**src/rtl/sensor_scan_controller_pkg.sv**
```systemverilog
// sensor_scan_controller_pkg: shared state encoding and defaults for the sensor scanner
package sensor_scan_controller_pkg;
  typedef enum logic [2:0] {IDLE, TRIG, WAIT_ECHO, MEASURE, SETTLE} state_t;
  localparam logic [3:0] TRIG_TICKS_DEF = 4'd10;
  localparam logic [3:0] SETTLE_TICKS_DEF = 4'd15;
  localparam int ECHO_W_DEF = 16;
  function automatic int sel_w(input int n);
    return n > 1 ? $clog2(n) : 1;
  endfunction
endpackage

```
**src/rtl/sensor_scan_controller_if.sv**
```systemverilog
// sensor_scan_controller_if: timer handshake, sensor lines and sample output bundle
interface sensor_scan_controller_if #(
  parameter int NUM_SENSORS = 4,
  parameter int SEL_W = 2,
  parameter int ECHO_W = 16
);
  logic scan_en;
  logic start_timer;
  logic [3:0] timer_value;
  logic timer_tick;
  logic time_expired;
  logic [NUM_SENSORS-1:0] trig;
  logic [NUM_SENSORS-1:0] echo;
  logic sample_valid;
  logic [SEL_W-1:0] sample_id;
  logic [ECHO_W-1:0] sample_width;
  logic sample_timeout;
  modport master (
    input scan_en, time_expired, echo,
    output start_timer, timer_value, timer_tick, trig,
    output sample_valid, sample_id, sample_width, sample_timeout
  );
  modport slave (
    output scan_en, time_expired, echo,
    input start_timer, timer_value, timer_tick, trig,
    input sample_valid, sample_id, sample_width, sample_timeout
  );
endinterface

```
**src/rtl/sensor_scan_controller_tick_prescaler.sv**
```systemverilog
// tick_prescaler: free-running divider, one-cycle tick every TICK_DIV clocks
module tick_prescaler #(
  parameter int TICK_DIV = 100
) (
  input  logic clk,
  input  logic reset,
  output logic tick
);
  localparam int CW = TICK_DIV > 1 ? $clog2(TICK_DIV) : 1;
  localparam logic [CW-1:0] LAST = CW'(TICK_DIV - 1);
  logic [CW-1:0] cnt_q;
  always_ff @(posedge clk) begin
    if (reset) cnt_q <= '0;
    else cnt_q <= (cnt_q == LAST) ? '0 : cnt_q + CW'(1);
  end
  assign tick = (cnt_q == LAST);
endmodule

```
**src/rtl/sensor_scan_controller.sv**
```systemverilog
// sensor_scan_controller: round-robin ultrasonic scanner driving an external delay timer
// Define ECHO_SYNC_EN to pass echo lines through a 2-flop synchroniser.
module sensor_scan_controller
  import sensor_scan_controller_pkg::*;
#(
  parameter int NUM_SENSORS = 4,
  parameter int TICK_DIV = 100,
  parameter logic [3:0] TRIG_TICKS = TRIG_TICKS_DEF,
  parameter logic [3:0] SETTLE_TICKS = SETTLE_TICKS_DEF,
  parameter int ECHO_W = ECHO_W_DEF,
  parameter int ECHO_TIMEOUT = 30000,
  localparam int SEL_W = sel_w(NUM_SENSORS)
) (
  input logic clk,
  input logic reset,
  sensor_scan_controller_if.master bus
);
  localparam logic [NUM_SENSORS-1:0] ONE = NUM_SENSORS'(1);
  localparam logic [ECHO_W-1:0] TIMEOUT_W = ECHO_W'(ECHO_TIMEOUT);
  localparam logic [ECHO_W-1:0] W1 = ECHO_W'(1);
  localparam logic [SEL_W-1:0] SEL_LAST = SEL_W'(NUM_SENSORS - 1);
  state_t state_q;
  logic [SEL_W-1:0] sel_q, sid_q;
  logic [NUM_SENSORS-1:0] trig_q, echo_s;
  logic [ECHO_W-1:0] wait_q, width_q, sw_q;
  logic [3:0] tval_q;
  logic start_q, prev_q, sv_q, sto_q;
  logic echo_cur, rise, wait_done, meas_fall, meas_sat, emit, emit_to;
  logic [ECHO_W-1:0] emit_w;
  logic [SEL_W-1:0] sel_nx;
`ifdef ECHO_SYNC_EN
  logic [NUM_SENSORS-1:0] sync1_q, sync2_q;
  always_ff @(posedge clk) begin
    if (reset) begin
      sync1_q <= '0;
      sync2_q <= '0;
    end else begin
      sync1_q <= bus.echo;
      sync2_q <= sync1_q;
    end
  end
  assign echo_s = sync2_q;
`else
  assign echo_s = bus.echo;
`endif
  tick_prescaler #(.TICK_DIV(TICK_DIV)) u_prescaler (
    .clk(clk),
    .reset(reset),
    .tick(bus.timer_tick)
  );
  always_comb begin
    echo_cur = echo_s[sel_q];
    rise = echo_cur & ~prev_q;
    wait_done = (state_q == WAIT_ECHO) && !rise && (wait_q >= TIMEOUT_W - W1);
    meas_fall = (state_q == MEASURE) && !echo_cur;
    meas_sat = (state_q == MEASURE) && echo_cur && (width_q >= TIMEOUT_W - W1);
    emit = wait_done | meas_fall | meas_sat;
    emit_w = meas_sat ? TIMEOUT_W : meas_fall ? width_q : '0;
    emit_to = !meas_fall || (width_q >= TIMEOUT_W);
    sel_nx = (sel_q == SEL_LAST) ? '0 : sel_q + SEL_W'(1);
  end
  always_ff @(posedge clk) begin
    if (reset) begin
      state_q <= IDLE;
      sel_q <= '0;
      trig_q <= '0;
      wait_q <= '0;
      width_q <= '0;
      tval_q <= '0;
      start_q <= 1'b0;
      prev_q <= 1'b0;
      sv_q <= 1'b0;
      sid_q <= '0;
      sw_q <= '0;
      sto_q <= 1'b0;
    end else begin
      start_q <= 1'b0;
      sv_q <= 1'b0;
      prev_q <= echo_cur;
      if (emit) begin
        state_q <= SETTLE;
        start_q <= 1'b1;
        tval_q <= SETTLE_TICKS;
        sv_q <= 1'b1;
        sid_q <= sel_q;
        sw_q <= emit_w;
        sto_q <= emit_to;
      end else begin
        case (state_q)
          IDLE: if (bus.scan_en) begin
            state_q <= TRIG;
            start_q <= 1'b1;
            tval_q <= TRIG_TICKS;
            trig_q <= ONE << sel_q;
          end
          TRIG: if (bus.time_expired) begin
            state_q <= WAIT_ECHO;
            trig_q <= '0;
            wait_q <= '0;
            // an echo already high on entry must go low before it counts as a rise
            prev_q <= 1'b1;
          end
          WAIT_ECHO: if (rise) begin
            state_q <= MEASURE;
            width_q <= W1;
          end else wait_q <= wait_q + W1;
          MEASURE: width_q <= width_q + W1;
          SETTLE: if (bus.time_expired) begin
            sel_q <= sel_nx;
            state_q <= bus.scan_en ? TRIG : IDLE;
            if (bus.scan_en) begin
              start_q <= 1'b1;
              tval_q <= TRIG_TICKS;
              trig_q <= ONE << sel_nx;
            end
          end
          default: state_q <= IDLE;
        endcase
      end
    end
  end
  assign bus.start_timer = start_q;
  assign bus.timer_value = tval_q;
  assign bus.trig = trig_q;
  assign bus.sample_valid = sv_q;
  assign bus.sample_id = sid_q;
  assign bus.sample_width = sw_q;
  assign bus.sample_timeout = sto_q;
endmodule
```
**src/flat_wrapper.sv**
```systemverilog
// flat-port wrapper written by rule: the top's interface ports become plain ports
module sensor_scan_controller_flat import sensor_scan_controller_pkg::*;
#(
  parameter int NUM_SENSORS = 4,
  parameter int TICK_DIV = 100,
  parameter logic [3:0] TRIG_TICKS = TRIG_TICKS_DEF,
  parameter logic [3:0] SETTLE_TICKS = SETTLE_TICKS_DEF,
  parameter int ECHO_W = ECHO_W_DEF,
  parameter int ECHO_TIMEOUT = 30000,
  localparam int SEL_W = sel_w(NUM_SENSORS)
)
  (clk, reset, bus_scan_en, bus_time_expired, bus_echo, bus_start_timer, bus_timer_value, bus_timer_tick, bus_trig, bus_sample_valid, bus_sample_id, bus_sample_width, bus_sample_timeout);
  sensor_scan_controller_if #(.NUM_SENSORS(NUM_SENSORS), .ECHO_W(ECHO_W)) bus_i ();
  input logic clk;
  input logic reset;
  input wire logic [$bits(bus_i.scan_en)-1:0] bus_scan_en;
  input wire logic [$bits(bus_i.time_expired)-1:0] bus_time_expired;
  input wire logic [$bits(bus_i.echo)-1:0] bus_echo;
  output wire logic [$bits(bus_i.start_timer)-1:0] bus_start_timer;
  output wire logic [$bits(bus_i.timer_value)-1:0] bus_timer_value;
  output wire logic [$bits(bus_i.timer_tick)-1:0] bus_timer_tick;
  output wire logic [$bits(bus_i.trig)-1:0] bus_trig;
  output wire logic [$bits(bus_i.sample_valid)-1:0] bus_sample_valid;
  output wire logic [$bits(bus_i.sample_id)-1:0] bus_sample_id;
  output wire logic [$bits(bus_i.sample_width)-1:0] bus_sample_width;
  output wire logic [$bits(bus_i.sample_timeout)-1:0] bus_sample_timeout;
  assign bus_i.scan_en = bus_scan_en;
  assign bus_i.time_expired = bus_time_expired;
  assign bus_i.echo = bus_echo;
  assign bus_start_timer = bus_i.start_timer;
  assign bus_timer_value = bus_i.timer_value;
  assign bus_timer_tick = bus_i.timer_tick;
  assign bus_trig = bus_i.trig;
  assign bus_sample_valid = bus_i.sample_valid;
  assign bus_sample_id = bus_i.sample_id;
  assign bus_sample_width = bus_i.sample_width;
  assign bus_sample_timeout = bus_i.sample_timeout;
  sensor_scan_controller #(.NUM_SENSORS(NUM_SENSORS), .TICK_DIV(TICK_DIV), .TRIG_TICKS(TRIG_TICKS), .SETTLE_TICKS(SETTLE_TICKS), .ECHO_W(ECHO_W), .ECHO_TIMEOUT(ECHO_TIMEOUT)) u_core (.clk(clk), .reset(reset), .bus(bus_i));
endmodule
```
**config.mk**
```make
export PLATFORM = sky130hd
export DESIGN_NAME = sensor_scan_controller_flat
export DESIGN_NICKNAME = d
export VERILOG_FILES = /design/src/rtl/sensor_scan_controller_pkg.sv /design/src/rtl/sensor_scan_controller_if.sv /design/src/rtl/sensor_scan_controller_tick_prescaler.sv /design/src/rtl/sensor_scan_controller.sv /design/src/flat_wrapper.sv
export SDC_FILE = /design/constraint.sdc
export NUM_CORES = 1
export LEC_CHECK = 0
export CAP_MARGIN = 10
export CORE_ASPECT_RATIO = 2
export CORE_MARGIN = 4
export CORE_UTILIZATION = 35
export DETAILED_ROUTE_END_ITERATION = 8
export HOLD_SLACK_MARGIN = 0.02
export PLACE_DENSITY_LB_ADDON = 0.3
export SYNTH_ARGS = -nofsm -noshare
export SYNTH_HDL_FRONTEND = slang
export SYNTH_SLANG_ARGS = --single-unit
```
**constraint.sdc**
```tcl
create_clock -name clk -period 1.95 [get_ports clk]
set_input_delay 0.39 -clock clk [delete_from_list [all_inputs] [get_ports clk]]
set_output_delay 0.39 -clock clk [all_outputs]
set_load 0.02 [all_outputs]
```
---- Word level (Yosys, flattened, before mapping) ----
Index checks and enable logic that the tools add are counted.
W data, S select, Z words.
word-level totals
  output and inout bits ................... 30
  bits of input ports ..................... 8
  register bits ........................... 74
operators by class
  $add $sub $neg .......................... 4
  reduce and logical (&&, ||, !) cells .... 23
  shift-type cells ........................ 2
  multiplexer cells ....................... 34
  bitwise logic cells ..................... 6
  magnitude comparators ................... 4
  equal/unequal tests ..................... 17
operators by type and width
  operator                 count
  $mux W16                 5
  $pmux W16 S2             2
  $ge A16 B15 Y1 const B   3
  $add A16 B1 Y16 const B  2
  $mux W4                  7
  $mux W3                  5
  $pmux W3 S5              1
  $pmux W4 S3              1
  $ne A2 B2 Y1 const B     5
  $reduce_and A5 Y1        2
  $mux W1                  9
  $ne A3 B2 Y1 const B     3
  $pmux W4 S2              1
  $shl A1 B2 Y4 const A    2
  $add A7 B1 Y7 const B    1
  $eq A7 B7 Y1 const B     1
  $eq A3 B2 Y1 const B     2
  $reduce_and A3 Y1        2
  $reduce_and A6 Y1        1
  $reduce_bool A3 Y1       2
  $logic_and A1 B1 Y1      5
  $ne A2 B1 Y1 const B     2
  $reduce_and A4 Y1        1
  $reduce_bool A2 Y1       2
  17 further kinds         23

---- Logic depth before layout (Yosys ltp) ----
  depth after elaboration ................. 10
  mapped depth ............................ 8
  mapped depth without buffers ............ 7

---- Cells and area by module ----
Synthesis repeated with hierarchy kept, for this count alone.
unflattened totals
  cells, all modules ...................... 407
  area, all modules ....................... 3,403.3 um^2
by module, submodules not included
  module                  area an instance (um^2)  seq. area each (um^2)  instances  cells an instance
  sensor_scan_controller  3,094.2                  1,301.2                1          375
  tick_prescaler          309.0                    140.1                  1          32

---- Worst setup path after synthesis ----
Ideal clock, no wire load.
  path type ............................... flip-flop to flip-flop
  start ................................... register u_core.sel_q[0]
  end ..................................... register u_core.width_q[13]
  cell stages (with the launch flop) ...... 8
  data arrival time ....................... 2,012 ps
  path slack .............................. -186 ps
  buffers on the path ..................... 2
  clock period less this slack ............ 2,136 ps
  library setup time ...................... 123 ps
  cells stage by stage .................... dfxtp_1 > buf_2 > or2_1 > o221ai_1 > o21ai_2 > buf_6 > or4_1 > mux2_1
between the ends
  longest elaborated chain between the ends .. 10
  elaborated cells between the ends (all ways) .. 15
RTL lines
  element                            RTL line                       RTL
  start, declared                    sensor_scan_controller.sv:23   logic [SEL_W-1:0] sel_q, sid_q;
  start signal, assigned             sensor_scan_controller.sv:109  sel_q <= sel_nx;
  $bmux W1 S2 (*)                    sensor_scan_controller.sv:52   echo_cur = echo_s[sel_q];
  $mux W1 (not written as such) (*)  sensor_scan_controller.sv:52
  $and A1 B1 Y1                      sensor_scan_controller.sv:53   rise = echo_cur & ~prev_q;
  $logic_not A1 Y1                   sensor_scan_controller.sv:54   wait_done = (state_q == WAIT_ECHO) && !rise && (wait_q >= TIMEOUT_W - W1);
  $logic_and A1 B1 Y1 (2 in a row)   sensor_scan_controller.sv:54
  $or A1 B1 Y1 (2 in a row)          sensor_scan_controller.sv:57   emit = wait_done | meas_fall | meas_sat;
  $not A1 Y1 (no line)               -
  $reduce_and A3 Y1 (no line) (*)    -
  end signal, assigned               sensor_scan_controller.sv:107  MEASURE: width_q <= width_q + W1;
  end, declared                      sensor_scan_controller.sv:25   logic [ECHO_W-1:0] wait_q, width_q, sw_q;
Every way passes the cells marked *; elsewhere a longest branch is shown, timed or not. The select of a mux whose other input is x is not followed.
A chain may end at the register's enable or synchronous reset.

---- Worst setup path in the final report ----
  start ................................... register u_core.width_q[11]
  end ..................................... register u_core.width_q[12]
between the ends
  longest elaborated chain between the ends .. 5
  elaborated cells between the ends (all ways) .. 7
RTL lines
  element                      RTL line                      RTL
  $ge A16 B15 Y1               sensor_scan_controller.sv:56  meas_sat = (state_q == MEASURE) && echo_cur && (width_q >= TIMEOUT_W - W1);
  $logic_and A1 B1 Y1          sensor_scan_controller.sv:56
  $or A1 B1 Y1                 sensor_scan_controller.sv:57
  $not A1 Y1 (no line)         -
  $reduce_and A3 Y1 (no line)  -
Parallel ways exist; a longest one is shown, timed or not.

==> metrics.cfg <==
[global_routing]
grt_max_degree=38
grt_pass1_wl_um=16750
top_usage_layer=met2
grtUsageTotal_pct=18.25
grt-ovfl-total=0
antenna_found_initial=0
grt.met3_usage_pct=3.507
grtUsageMet1_pct=17.33
grt_pass1_vias=3565
grt_util_met2_pct=35.35

[timing]
worst_slack_ns=-0.1565
worst_pin_slew_ns=0.3663
maxClockFrequency_ghz=0.4747
grt_setup_unrepaired=true
hold_viol_final=0
period_share_pct=108.0
setup-tns-final_ns=-2.848
drv_slew=0
min_period_ns=2.107
finalClockSkew_ns=0.009147
slew_headroom_pct=75.58
setup_viol=34

[die]
die_h_um=148.9
initial_core_util_pct=35.84
rows=51
dieArea_sq_um=11690
ioPinCount=38
die_x_um=78.47
fp.coreArea_sq_um=9699

[setup_path]
ff2ff_path_depth=7
cp.required_ns=2.18
worstPathMaxFanout=7
crit_arrival_ns=2.33
critPathCaptureType=flop
reg2reg_setup_slack_ns=-0.16
critPathKind=reg -> reg
cp-start-kind=flop

[detailed_routing]
via_per_inst=5.342
ant_nets=0
drc=0
wire_per_inst_um=15.59
vias=3499
totalWireLength_um=10210
first_iter_violations=183
firstDrtPassIters=4

[synth]
async_reset_ff_share_pct=0
syn_nets=418
ys_types=61
synth_ff_type=dfxtp_1
synth-seq-cells=72
syn-cell-area_sq_um=3476
yosysSeqAreaShare_pct=41.47
synth-edff-count=0
syn_avg_cell_area_sq_um=8.582
syn_inst=405
yosys_warnings=0

[pwr]
power.density_nw_per_um2=643.7
p_leak_nw=2.045
peakVddDrop_uv=557.7

[job]
cap_violations=0

[placement]
dp.cells=626
io_buffer_count=37
place_ws_ns=-0.6285
place_congestion=0.8416
place_hpwl_um=7264

[final_layout]
regArea_sq_um=1454
final_common_cell=buf_4
fillCellCount=875
antenna_cells=0
instances_no_fill=655
nets=532
post-route-util_pct=55.41
drive_gt1_share_pct=35.56
multi_input_area_sq_um=2303
mostFrequentLayoutCells=buf_4, nor2_1, dfxtp_1
syn_to_final_growth_pct=54.61

[clock_tree]
clock_path_buffers=2
cts-hold-fix-buffers=0
clock_sinks=72
clkTransAtPathRegs_ns=0.06
numCtsBuffers=9
root_buffer=clkbuf_16
cts_tree=done
cts_max_level=3
clock_latency_ns=0.34

[run_status]
violations=setup timing
status=finished with violations

[worst_hold_path]
hp-class=in -> reg
min_path_cells=2

through the flow:
| stage | instance area [sq um] | hold slack [ns] | power, mW |
|---|---|---|---|
| finish | 5374 | 0.3784 | 3.459 |
| global route | 5374 | 0.3766 | 3.589 |
| CTS | 5162 | 0.3713 | 3.473 |
| detailed placement | 4596 | 0.4444 | 1.849 |
| global placement | 4596 | 0.4391 | 1.842 |
| floorplan | 3566 | 0.4179 | 1.714 |
worst max-delay path, stage by stage, from the launching register on:
cell	delay, ns
dfxtp_2	0.32
nand4bb_4	0.24
nor4b_4	0.27
nand4b_1	0.23
buf_4	0.21
a21boi_4	0.25
or4_4	0.19
mux2_4	0.28
sequential cells by signal, indices dropped and copies added, names as in the netlist:
name / flops
u_core.wait_q: 16
u_core.bus.sample_timeout: 1
u_core.bus.sample_id: 2
u_core.sel_q: 2
u_core.u_prescaler.cnt_q: 7
u_core.bus.start_timer: 1
u_core.bus.trig: 4
u_core.bus.sample_valid: 1
u_core.prev_q: 1
u_core.state_q: 3
u_core.width_q: 16
u_core.bus.timer_value: 2
u_core.bus.sample_width: 16
path summary, 6_finish.rpt:
path                                end          startpoint
min          u_core.bus.sample_width[2]               reset
max                  u_core.width_q[12]  u_core.width_q[11]
max reg2reg          u_core.width_q[12]  u_core.width_q[11]
min reg2reg           u_core.wait_q[15]   u_core.wait_q[15]
cells in the mapped netlist, types with 4 or more instances:
cell       number  area, sq um
a21o_1          4        30.03
a21oi_1        22        110.1
a221oi_1        7        61.31
a22oi_1         4        30.03
a32oi_1         9        78.83
and3_1          9        56.30
clkbuf_1       20        75.07
dfxtp_1        72         1441
ha_1            5        62.56
inv_1           6        22.52
mux2i_1         4        40.04
nand2_1        17        63.81
nand2b_1       13        81.33
nand3_1        13        65.06
nand3b_1        5        37.54
nand4_1         4        25.02
nor2_1         73        274.0
nor3_1          7        35.03
nor3b_1         6        45.04
o2111ai_1       4        35.03
o211ai_1        4        30.03
o21ai_0        11        55.05
o221ai_1        7        61.31
or4_1           7        52.55
xnor2_1         4        35.03
xor2_1         11        96.34
power breakdown:
group          switching (mW)  internal [mW]  leakage, nW  total, mW
Sequential             0.0173           1.50        0.586       1.51
Clock                   0.599           1.01        0.145       1.61
Combinational           0.186          0.150         1.31      0.336
routing by layer:
layer	up-vias	routed length [um]
li1	1719	-
met1	1684	3645
met2	66	5832
met3	30	267
met4	0	466
met5	-	0
logic make-up (layout without fill, tap and decap cells):
| group | after synthesis | in the layout | share of synthesized area (%) |
|---|---|---|---|
| adders and majority gates | 5 | 5 | 1.800 |
| and+or+nand+nor | 179 | 179 | 26.82 |
| DFF | 72 | 72 | 41.47 |
| xor gates and xnor gates | 15 | 15 | 3.780 |
| muxes | 9 | 9 | 2.880 |
| AOI/OAI and AO/OA | 92 | 92 | 19.19 |
| buffers and inverters | 33 | 151 | 4.068 |
repair_timing:
action,in CTS,in global routing
pin swaps,27,24
endpoints found under the setup margin,33,60
cloned,1,0
buffers inserted,11,2
gates resized for setup,45,40
layout make-up:
| cell class | count | share of cell area, % |
|---|---|---|
| Multi-Input combinational cell | 300 | 42.86 |
| Sequential cell | 72 | 27.05 |
| Timing Repair Buffer | 130 | 21.23 |
| Clock buffer | 11 | 4.517 |
| Tap cell | 132 | 3.073 |
| Clock inverter | 4 | 0.8382 |
| Inverter | 6 | 0.4191 |
Note: power is estimated with default switching activity, not from simulation.
